**config.mk**
```make
export PLATFORM = sky130hd
export DESIGN_NAME = adc_peak_mon
export DESIGN_NICKNAME = d
export VERILOG_FILES = /design/src/rtl/adc_peak_mon.sv
export SDC_FILE = /design/constraint.sdc
export NUM_CORES = 1
export LEC_CHECK = 0
export CORE_MARGIN = 5
export CORE_UTILIZATION = 30
export DETAILED_ROUTE_END_ITERATION = 8
export SLEW_MARGIN = 30
export SYNTH_ARGS = -nofsm -noshare
export SYNTH_HDL_FRONTEND = slang
export SYNTH_SLANG_ARGS = --single-unit
```
**constraint.sdc**
```tcl
create_clock -name adc_clk -period 8.2 [get_ports adc_clk]
set_input_delay 1.64 -clock adc_clk [delete_from_list [all_inputs] [get_ports adc_clk]]
set_output_delay 1.64 -clock adc_clk [all_outputs]
set_load 0.05 [all_outputs]
```
**src/rtl/adc_peak_mon.sv**
```systemverilog
// ADC peak / overflow monitor: registers the raw sample stream, stretches the
// ADC overrange flag for a slower clock domain, and captures per-window peak
// magnitude and overflow count into a valid/ack snapshot.
module adc_peak_mon #(
  parameter int ADC_W   = 14,
  parameter int STRETCH = 4
) (
  input  logic                    adc_clk,
  input  logic                    rst_n,
  input  logic signed [ADC_W-1:0] adc_data,
  input  logic                    adc_ovfl,
  input  logic [15:0]             win_len,
  input  logic                    clear,
  output logic signed [ADC_W-1:0] data_out,
  output logic                    ovfl_out,
  output logic                    snap_valid,
  input  logic                    snap_ack,
  output logic [ADC_W-1:0]        snap_peak,
  output logic [15:0]             snap_ovfl_cnt,
  output logic                    snap_lost
);

  localparam int SW = $clog2(STRETCH + 1);

  // start = 1 means this cycle opens a new window: win_len is sampled now and
  // the accumulators are treated as empty, so the opening sample still counts.
  logic              start;
  logic [15:0]       win_cnt;
  logic [ADC_W-1:0]  peak_acc;
  logic [15:0]       ovf_acc;
  logic [SW-1:0]     s_cnt;

  logic [ADC_W-1:0]  raw, mag, peak_base, peak_nxt;
  logic [15:0]       cnt_eff, ovf_base, ovf_nxt;
  logic              term, capture, drop;

  // Window bookkeeping, magnitude and capture decisions for this cycle
  always_comb begin
    raw       = adc_data;
    // The most negative code negates to itself, which read unsigned is the
    // correct magnitude 2^(ADC_W-1); no extra bit needed.
    mag       = raw[ADC_W-1] ? (~raw + 1'b1) : raw;
    cnt_eff   = start ? win_len : win_cnt;
    peak_base = start ? '0 : peak_acc;
    ovf_base  = start ? '0 : ovf_acc;
    peak_nxt  = (mag > peak_base) ? mag : peak_base;
    ovf_nxt   = (adc_ovfl && ovf_base != 16'hFFFF) ? ovf_base + 16'd1 : ovf_base;
    term      = (cnt_eff == 16'd0);
    // A clear on the terminal cycle swallows that window entirely.
    capture   = term && !clear && (!snap_valid || snap_ack);
    drop      = term && !clear && snap_valid && !snap_ack;
  end

  // Sample pipeline register toward the receiver
  always_ff @(posedge adc_clk or negedge rst_n) begin
    if (!rst_n) data_out <= '0;
    else        data_out <= adc_data;
  end

  // Window counter and accumulators; restart after terminal cycle or clear
  always_ff @(posedge adc_clk or negedge rst_n) begin
    if (!rst_n) begin
      start    <= 1'b1;
      win_cnt  <= '0;
      peak_acc <= '0;
      ovf_acc  <= '0;
    end else if (term || clear) begin
      start    <= 1'b1;
      peak_acc <= '0;
      ovf_acc  <= '0;
    end else begin
      start    <= 1'b0;
      win_cnt  <= cnt_eff - 16'd1;
      peak_acc <= peak_nxt;
      ovf_acc  <= ovf_nxt;
    end
  end

  // Snapshot registers with valid/ack handshake and sticky drop flag
  always_ff @(posedge adc_clk or negedge rst_n) begin
    if (!rst_n) begin
      snap_valid    <= 1'b0;
      snap_peak     <= '0;
      snap_ovfl_cnt <= '0;
      snap_lost     <= 1'b0;
    end else begin
      if (capture) begin
        snap_valid    <= 1'b1;
        snap_peak     <= peak_nxt;
        snap_ovfl_cnt <= ovf_nxt;
      end else if (snap_valid && snap_ack) begin
        snap_valid    <= 1'b0;
      end
      if (drop)                         snap_lost <= 1'b1;
      else if (snap_valid && snap_ack)  snap_lost <= 1'b0;
    end
  end

  // Overflow stretcher; ovfl_out is a flop so the cpu_clk synchroniser never
  // sees decode glitches from the multi-bit counter.
  always_ff @(posedge adc_clk or negedge rst_n) begin
    if (!rst_n) begin
      s_cnt    <= '0;
      ovfl_out <= 1'b0;
    end else begin
      ovfl_out <= adc_ovfl || (s_cnt > SW'(1));
      if (adc_ovfl)               s_cnt <= SW'(STRETCH);
      else if (s_cnt != '0)       s_cnt <= s_cnt - 1'b1;
    end
  end

endmodule

```
==> results of run 1 <==
[stage by stage]
| stage | instance area (um^2) | hold WS (ns) | total power (W) |
|---|---|---|---|
| 6_report | 6530 | 0.482 | 0.00117 |
| 5_1_grt | 6530 | 0.507 | 0.00123 |
| 4_1_cts | 6520 | 0.487 | 0.00118 |
| 3_5_place_dp | 6250 | 0.472 | 0.000780 |
| 3_3_place_gp | 6250 | 0.463 | 0.000769 |
| 2_1_floorplan | 5240 | 0.446 | 0.000698 |
[per-layer routing]
layer	GRT usage, %	up-vias	share of wire [%]
li1	-	2092	-
met1	16.2	2046	45
met2	23.0	87	49
met3	3.06	13	4.5
met4	4.75	0	1.5
met5	0	-	0
[how the worst max path moves through the flow]
stage                           start                  endpoint  slack (ns)  depth (start not counted)
final                     adc_data[0]  snap_peak[9]$_DFFE_PN0P_        3.15                         13
after CTS                 adc_data[0]  snap_peak[3]$_DFFE_PN0P_        3.20                         13
after global routing      adc_data[0]  snap_peak[1]$_DFFE_PN0P_        2.91                         13
after floorplan           adc_data[0]  snap_peak[0]$_DFFE_PN0P_        3.25                         12
after global placement    adc_data[0]  snap_peak[3]$_DFFE_PN0P_        2.88                         13
after detailed placement  adc_data[0]  snap_peak[3]$_DFFE_PN0P_        2.83                         13
[logic make-up after synthesis]
group	synth area share, %
adders and majority gates	4.78
muxes	3.53
xor gates and xnor gates	5.68
AOI/OAI and AO/OA	14.7
buffers and inverters	3.85
and+or+nand+nor	21.1
DFF	46.4
[layout make-up]
type | instances | area (um^2)
timing repair buffer | 86 | 850
clock inverter | 3 | 26.3
multi-input combinational | 415 | 2620
fill | 1685 | 10700
clock buffer | 11 | 243
tap | 225 | 282
inverter | 21 | 78.8
sequential | 97 | 2430
[synthesized netlist by cell type, types with 5 or more instances]
| cell type | instances |
|---|---|
| a21oi_1 | 30 |
| buf_2 | 8 |
| clkbuf_1 | 11 |
| dfrtp_1 | 96 |
| ha_1 | 20 |
| inv_1 | 20 |
| mux2i_1 | 14 |
| nand2_1 | 59 |
| nand2b_1 | 5 |
| nand3_1 | 10 |
| nand4_1 | 7 |
| nor2_1 | 58 |
| nor2b_1 | 22 |
| nor3_1 | 17 |
| nor4_1 | 5 |
| o21ai_0 | 33 |
| o21ai_1 | 12 |
| o21ai_2 | 5 |
| o31ai_1 | 10 |
| or3_1 | 8 |
| xnor2_1 | 24 |
| xor2_1 | 10 |
[placed cells by master (no fill, tap or decap), types with 3 or more instances in the layout]
cell type and n:
a31oi_1 3, clkdlybuf4s50_1 80, nand2b_1 5, nand3_1 10
clkbuf_16 9, or3b_2 3, mux2i_1 14, and4_1 3
a21oi_1 30, a22oi_1 3, o21ai_0 33, xnor2_1 24
and3_1 4, nand4_1 7, o21ai_1 12, xor2_1 10
nor2b_1 22, mux2_2 4, nor3_1 17, o21ai_2 5
nor4_1 4, dfrtp_1 96, a21o_1 3, nand2_1 59
inv_1 20, or4_1 4, buf_4 5, nor2_1 58
nor3b_1 4, ha_1 20, o31ai_1 10, or3_1 8
[flip-flops by register name, summed over array words and instances (netlist names)]
| signal | cells |
|---|---|
| s_cnt | 3 |
| win_cnt | 16 |
| ovf_acc | 16 |
| data_out | 14 |
| snap_ovfl_cnt | 16 |
| snap_lost | 1 |
| snap_peak | 14 |
| ovfl_out | 1 |
| peak_acc | 14 |
| start | 1 |
| snap_valid | 1 |
[worst min-delay path, cell delays in order, from the launching register on]
cell and delay [ns]:
dfrtp_1 0.34, nand2_1 0.06, o21ai_2 0.05
[where the power goes]
group / total (W) / switching [W] / internal, W
Combinational: 0.000234 / 0.000137 / 0.0000965
Sequential: 0.000537 / 0.0000241 / 0.000513
Clock: 0.000398 / 0.000184 / 0.000214
Total: 0.00117 / 0.000346 / 0.000823
==> flow_metrics.py, run 1 <==
metrics = {
    "critical_path": {
        "cp-end-kind": "register",
        "critical_path.max_fanout": 18,
        "critPathMaxStageDelay_ns": 0.56,
        "start_kind": "primary input",
        "path_class": "in -> reg",
        "path_cells": "clkdlybuf4s50_1 > or4_1 > or3_1 > o41ai_1 > xnor2_1 > ha_1 > nand2_1 > nor3_1 > o31ai_1 > a21oi_1 > buf_4 > mux2i_1 > o21ai_1",
        "cp.required_ns": 8.40,
        "r2r_start": "start$_DFF_PN1_",
        "cpLargestDelayFamily": "simple AND/OR/NAND/NOR gates",
        "rr_endpoint": "snap_ovfl_cnt[4]$_DFFE_PN0P_",
        "critPathBufInv": 2,
        "rrSetupSlack_ns": 4.46,
        "slowest_stage": "or4_1",
        "critPathArrivalTime_ns": 5.25,
        "r2r_cells": 7,
    },
    "grt": {
        "antenna_found_initial": 0,
        "grt_max_degree": 74,
        "first_global_vias": 4382,
        "grt_overflow": 0,
        "grt.total_usage_pct": 13.3,
        "grt_pass1_wl_mm": 21.7,
    },
    "route": {
        "vias": 4238,
        "totalWireLength_mm": 13.0,
        "remaining_drc_errors": 0,
        "drt_first_iter_violations": 259,
        "vias_per_cell": 4.94,
        "first_pass_iters": 6,
        "wl_per_cell_um": 15.1,
        "drtAntennaViolNets": 0,
    },
    "sta": {
        "setup_ws_ns": 3.15,
        "final-setup-viol-count": 0,
        "max_freq_ghz": 0.198,
        "fin_crit_ns": 5.05,
        "period_share_pct": 61.6,
        "tightest_slew_ns": 0.929,
        "tns_ns": 0,
        "slew_headroom_pct": 38.1,
        "finClkSkew_ns": 0.0108,
        "rsz0062_at_grt": "false",
        "hold_viol": 0,
        "maxSlewViolCount": 0,
    },
    "yosys": {
        "syn_nets": 612,
        "synth-main-ff-cell": "dfrtp_1",
        "yosysUniqueCellTypes": 59,
        "seq_area_frac_synth_pct": 46.4,
        "synth_top_area_share_pct": 45.9,
        "yosys.area.top_type": "dfrtp_1",
        "yosys-top-cells-area": "dfrtp_1, ha_1, nand2_1, nor2_1, xnor2_1",
        "synth-warning-count": 0,
        "synth_area_um2": 5240,
        "syn_area_per_cell_um2": 9.41,
        "ys_seq_elements": 97,
        "syn_inst": 557,
        "synth-async-reset-ratio_pct": 100,
        "synth_edf_count": 0,
    },
    "job": {
        "timing.max_cap.violations": 0,
    },
    "power_and_ir_drop": {
        "peakVddDrop_mv": 0.0902,
        "p_leak_nw": 2.69,
        "p_per_area_nw_per_um2": 179,
    },
    "clock_network": {
        "cts-hold-fix-buffers": 0,
        "htreeDepth": 3,
        "tritoncts.num_buffers": 9,
        "clk_pin_slew_ns": 0.06,
        "cts_sinks": 97,
        "postCtsSetupBuffers": 0,
        "cts-root-buf": "clkbuf_16",
        "cts_resized": 0,
        "cts_tree": "yes",
        "clk_latency_ns": 0.35,
        "cts_max_path_buffers": 2,
    },
    "floorplanning": {
        "dieArea_um2": 20200,
        "row_count": 48,
        "core_area_um2": 17200,
        "die_w_um": 142,
        "start_util_pct": 30.4,
        "io_pins": 82,
        "dieHeight_um": 142,
    },
    "placed_design": {
        "hpwl_mm": 9.24,
        "io_buffers": 81,
        "post-place-cells": 844,
        "pre_cts_ws_ns": 2.83,
        "gp_congestion": 0.770,
    },
    "finish": {
        "fin_cells": 858,
        "diodes": 0,
        "final_layout_size_suffix_gt1_share_pct": 6.95,
        "syn_to_final_growth_pct": 24.7,
        "post-route-util_pct": 37.9,
        "final_nets": 685,
    },
    "worst_hold_path": {
        "holdPathEnd": "snap_ovfl_cnt[9]$_DFFE_PN0P_",
        "hold_class": "reg -> reg",
        "holdPathStages": 2,
        "hp-start": "snap_ovfl_cnt[9]$_DFFE_PN0P_",
    },
    "outcome": {
        "outcome": "finished, final reports clean",
    },
}
Note: power is estimated with default switching activity, not from simulation.
==> run 2: changes to the inputs <==
Clock period 8.2 ns to 4.4 ns, I/O delays scaled along.
==> flow_metrics.py, run 2 (synthesis gave the netlist of run 1 again) <==
metrics = {
    "outcome": {
        "outcome": "finished, final reports clean",
    },
    "sta": {
        "fin_crit_ns": 4.06,
        "final-setup-viol-count": 0,
        "maxSlewViolCount": 0,
        "rsz0062_at_grt": "false",
        "max_freq_ghz": 0.246,
        "tightest_slew_ns": 0.881,
        "finClkSkew_ns": 0.00976,
        "hold_viol": 0,
        "whs_ns": 0.465,
        "period_share_pct": 92.3,
        "slew_headroom_pct": 41.3,
    },
    "critical_path": {
        "cp_common_cell": "o31ai_1",
        "critical_path.startpoint": "adc_data[2]",
        "critical_path.max_fanout": 12,
        "r2r_cells": 9,
        "cp.required_ns": 4.64,
        "cp-end-kind": "register",
        "path_class": "in -> reg",
        "rr_endpoint": "snap_ovfl_cnt[8]$_DFFE_PN0P_",
        "path_cells": "clkdlybuf4s50_1 > or4_1 > or3_1 > o31ai_1 > xnor2_1 > ha_1 > nand4_1 > nor3_1 > o31ai_1 > a21oi_1 > buf_4 > mux2i_1 > o21ai_1",
        "rrSetupSlack_ns": 0.87,
        "r2r_start": "start$_DFF_PN1_",
        "slowest_stage": "or4_1",
        "critPathMaxStageDelay_ns": 0.52,
        "critPathArrivalTime_ns": 4.30,
        "start_kind": "primary input",
    },
    "finish": {
        "fin_cells": 878,
        "top_regs": "ovf_acc (16), snap_ovfl_cnt (16), win_cnt (16)",
        "final_nets": 703,
        "design_area_um2": 6720,
        "diodes": 0,
        "final_layout_size_suffix_gt1_share_pct": 9.65,
        "syn_to_final_growth_pct": 28.3,
        "mostFrequentLayoutCell": "dfrtp_1",
        "final_cell_mix": "dfrtp_1, clkdlybuf4s50_1, nand2_1",
    },
    "route": {
        "vias": 4354,
        "remaining_drc_errors": 0,
        "drt_first_iter_violations": 213,
        "vias_per_cell": 4.96,
        "first_pass_iters": 4,
        "totalWireLength_mm": 13.1,
        "drtAntennaViolNets": 0,
        "wl_per_cell_um": 14.9,
    },
    "clock_network": {
        "tritoncts.num_buffers": 9,
        "htreeDepth": 3,
        "clk_latency_ns": 0.36,
        "postCtsSetupBuffers": 0,
        "cts_resized": 0,
        "cts_sinks": 97,
        "cts_tree": "yes",
        "cts-root-buf": "clkbuf_16",
        "cts_max_path_buffers": 2,
        "cts-hold-fix-buffers": 0,
        "clk_pin_slew_ns": 0.07,
    },
    "floorplanning": {
        "dieArea_um2": 20200,
        "start_util_pct": 30.4,
        "dieHeight_um": 142,
        "io_pins": 82,
        "row_count": 48,
        "core_area_um2": 17200,
        "die_w_um": 142,
    },
    "worst_hold_path": {
        "hold_class": "in -> async",
    },
    "power_and_ir_drop": {
        "p_comb_share_pct": 19.2,
        "peakVddDrop_mv": 0.185,
        "pwr-share-seq_pct": 43.5,
        "intPower_w": 0.00166,
        "power_w": 0.00232,
        "net-switching-power_w": 0.000661,
        "sw_frac_of_total_pct": 28.5,
        "p_leak_nw": 2.81,
        "pwr-share-clk_pct": 37.3,
        "p_per_area_nw_per_um2": 344,
    },
    "grt": {
        "grt_pass1_wl_mm": 22.3,
        "grt.total_usage_pct": 13.5,
        "grt_max_degree": 52,
        "grt_overflow": 0,
        "antenna_found_initial": 0,
        "first_global_vias": 4546,
    },
    "placed_design": {
        "gp_congestion": 0.830,
        "hpwl_mm": 9.55,
        "io_buffers": 81,
        "post-place-cells": 862,
        "placed_area_um2": 6400,
    },
    "job": {
        "timing.max_cap.violations": 0,
    },
}
run 2: layer usage:
| metal | vias up | GRT usage [%] | part of all wire, % |
|---|---|---|---|
| met4 | 0 | 5.56 | 2.2 |
| met2 | 85 | 22.5 | 49 |
| li1 | 2130 | - | - |
| met5 | - | 0 | 0 |
| met3 | 19 | 2.65 | 4.3 |
| met1 | 2120 | 17.2 | 45 |
run 2: power groups by stage:
| stage | registers, W | logic (W) | clock network [W] |
|---|---|---|---|
| after floorplan | 0.00104 | 0.000264 | 0 |
| after global placement | 0.00102 | 0.000431 | 0 |
| after detailed placement | 0.00102 | 0.000448 | 0 |
| after CTS | 0.00101 | 0.000451 | 0.000895 |
| after global routing | 0.00102 | 0.000505 | 0.000930 |
| final | 0.00101 | 0.000445 | 0.000864 |
run 2: how the worst max path moves through the flow:
stage               slack (ns)                       end  cells past startpoint
finish                    0.34  snap_peak[3]$_DFFE_PN0P_                     13
global route              0.02  snap_peak[3]$_DFFE_PN0P_                     13
CTS                       0.33  snap_peak[3]$_DFFE_PN0P_                     13
detailed placement       -0.05  snap_peak[3]$_DFFE_PN0P_                     13
global placement          0.03  snap_peak[3]$_DFFE_PN0P_                     13
floorplan                 0.21  snap_peak[0]$_DFFE_PN0P_                     12
run 2: area by class of cell:
| cell class | instances | area (um^2) |
|---|---|---|
| repair buffers | 104 | 1000 |
| fillers | 1682 | 10500 |
| multi-input cells | 415 | 2620 |
| clock buffers | 11 | 233 |
| clock inverters | 5 | 86.3 |
| flip-flops and latches | 97 | 2430 |
| inverters | 21 | 78.8 |
| well taps | 225 | 282 |
run 2: stage by stage:
stage / util [%] / setup TNS, ns / setup WS, ns
floorplan: - / 0 / 0.208
detailed placement: 37.2 / -0.108 / -0.0543
finish: 39.0 / 0 / 0.338
global placement: 37.0 / 0 / 0.0317
CTS: 39.0 / 0 / 0.328
global route: 39.0 / 0 / 0.0242
run 2: worst max-delay path: cells and delay by family:
kind / cells / cell delay (ns)
simple gates: 4 / 1.27
xor+xnor: 1 / 0.14
fa+ha+maj: 1 / 0.31
mux: 1 / 0.28
compound gates: 4 / 0.74
buf+inv: 2 / 0.68
==> run 3: changes to the inputs <==
Settings changed: CORE_ASPECT_RATIO from default to 0.7.
==> flow_metrics.py, run 3 (synthesis gave the netlist of run 1 again) <==
metrics = {
    "placed_design": {
        "io_buffers": 81,
        "gp_congestion": 0.813,
        "post-place-cells": 866,
        "hpwl_mm": 9.45,
        "pre_cts_ws_ns": -0.0840,
    },
    "finish": {
        "mostFrequentLayoutCell": "dfrtp_1",
        "final_layout_size_suffix_gt1_share_pct": 9.98,
        "fin_cells": 882,
        "final_cell_mix": "dfrtp_1, clkdlybuf4s50_1, nand2_1",
        "syn_to_final_growth_pct": 28.0,
        "post-route-util_pct": 39.1,
        "diodes": 0,
        "top_regs": "ovf_acc (16), snap_ovfl_cnt (16), win_cnt (16)",
        "final_nets": 701,
    },
    "grt": {
        "antenna_found_initial": 0,
        "grt_overflow": 0,
        "grt.total_usage_pct": 13.2,
        "grt_max_degree": 75,
        "first_global_vias": 4167,
        "grt_pass1_wl_mm": 21.8,
    },
    "route": {
        "remaining_drc_errors": 0,
        "vias": 4274,
        "met1Wirelength_mm": 6.68,
        "totalWireLength_mm": 13.2,
        "drt_first_iter_violations": 381,
        "dr_wl_met3_um": 792,
        "met2WireLength_mm": 5.69,
        "dr.max_layer_used": "met4",
        "vias_per_cell": 4.85,
        "first_pass_iters": 5,
        "wl_per_cell_um": 15.0,
        "drtAntennaViolNets": 0,
    },
    "critical_path": {
        "critPathArrivalTime_ns": 4.36,
        "start_kind": "primary input",
        "critical_path.max_fanout": 11,
        "cp.required_ns": 4.66,
        "path_class": "in -> reg",
        "cp-end-kind": "register",
    },
    "clock_network": {
        "cts_sinks": 97,
        "cts_max_path_buffers": 2,
        "cts-hold-fix-buffers": 0,
        "clk_latency_ns": 0.34,
        "clk_pin_slew_ns": 0.07,
        "cts-root-buf": "clkbuf_16",
        "tritoncts.num_buffers": 9,
        "postCtsSetupBuffers": 0,
        "cts_tree": "yes",
        "htreeDepth": 3,
    },
    "job": {
        "timing.max_cap.violations": 0,
    },
    "power_and_ir_drop": {
        "p_per_area_nw_per_um2": 339,
        "power_w": 0.00228,
        "p_leak_nw": 2.80,
        "peakVddDrop_mv": 0.162,
    },
    "sta": {
        "tightest_slew_ns": 0.875,
        "period_share_pct": 93.1,
        "rsz0062_at_grt": "false",
        "slew_headroom_pct": 40.9,
        "hold_viol": 0,
        "finClkSkew_ns": 0.00787,
        "final-setup-viol-count": 0,
        "whs_ns": 0.483,
        "fin_crit_ns": 4.10,
        "max_freq_ghz": 0.244,
        "setup_ws_ns": 0.301,
        "maxSlewViolCount": 0,
    },
    "outcome": {
        "outcome": "finished, final reports clean",
    },
    "worst_hold_path": {
        "hold_class": "reg -> reg",
    },
    "floorplanning": {
        "core_area_um2": 17200,
        "dieArea_um2": 20200,
        "start_util_pct": 30.5,
        "die_w_um": 168,
        "io_pins": 82,
        "row_count": 40,
        "dieHeight_um": 121,
    },
}
==> run 3: critical path, stage by stage <==
cell and delay, ns:
clkdlybuf4s50_1 0.42, or4_1 0.54, or3_1 0.41, o31ai_1 0.29
xnor2_1 0.14, ha_1 0.32, nand4_1 0.16, nor3_2 0.25
and4_1 0.22, a21oi_1 0.06, buf_4 0.20, or2_2 0.31
a31oi_1 0.17
==> run 3: worst paths after layout <==
check                                         startpoint                       endpoint  slack, ns  depth (start not counted)
max                                          adc_data[0]      snap_peak[11]$_DFFE_PN0P_       0.30                         13
min                        snap_ovfl_cnt[11]$_DFFE_PN0P_  snap_ovfl_cnt[11]$_DFFE_PN0P_       0.48                          2
max reg2reg                              start$_DFF_PN1_   snap_ovfl_cnt[3]$_DFFE_PN0P_       1.01                          8
min reg2reg                snap_ovfl_cnt[11]$_DFFE_PN0P_  snap_ovfl_cnt[11]$_DFFE_PN0P_       0.48                          2
max in group asynchronous                          rst_n           s_cnt[0]$_DFFE_PN0P_       3.04                          2
min in group asynchronous                          rst_n   snap_ovfl_cnt[7]$_DFFE_PN0P_       0.56                          1
==> run 3: final cells by class <==
cell class,instances,area [um^2]
fill,1666,10500
multi-input combinational,415,2630
sequential,97,2430
timing repair buffer,102,970
tap,231,289
clock buffer,11,253
inverter,21,78.8
clock inverter,5,61.3
==> run 3: layer usage <==
metal	up-vias	track usage, %
met5	-	0
met1	2020	19.4
met4	0	2.74
li1	2136	-
met2	111	19.6
met3	7	3.59
==> run 3: stage by stage <==
| step | area, um^2 | setup TNS, ns |
|---|---|---|
| floorplan | 5240 | 0 |
| global placement | 6380 | 0 |
| detailed placement | 6380 | -0.506 |
| CTS | 6690 | 0 |
| global route | 6710 | 0 |
| finish | 6710 | 0 |
==> run 3: where the power goes <==
part           internal, W  switching [W]  total (W)  leakage, nW
registers         0.000955      0.0000491    0.00100         1.26
clock network     0.000476       0.000355   0.000831        0.156
logic             0.000189       0.000252   0.000441         1.38
==> run 3: what timing repair did <==
action	CTS	global route
endpoints found under the hold margin	0	0
endpoints found under the setup margin	0	7
resized for setup	0	2
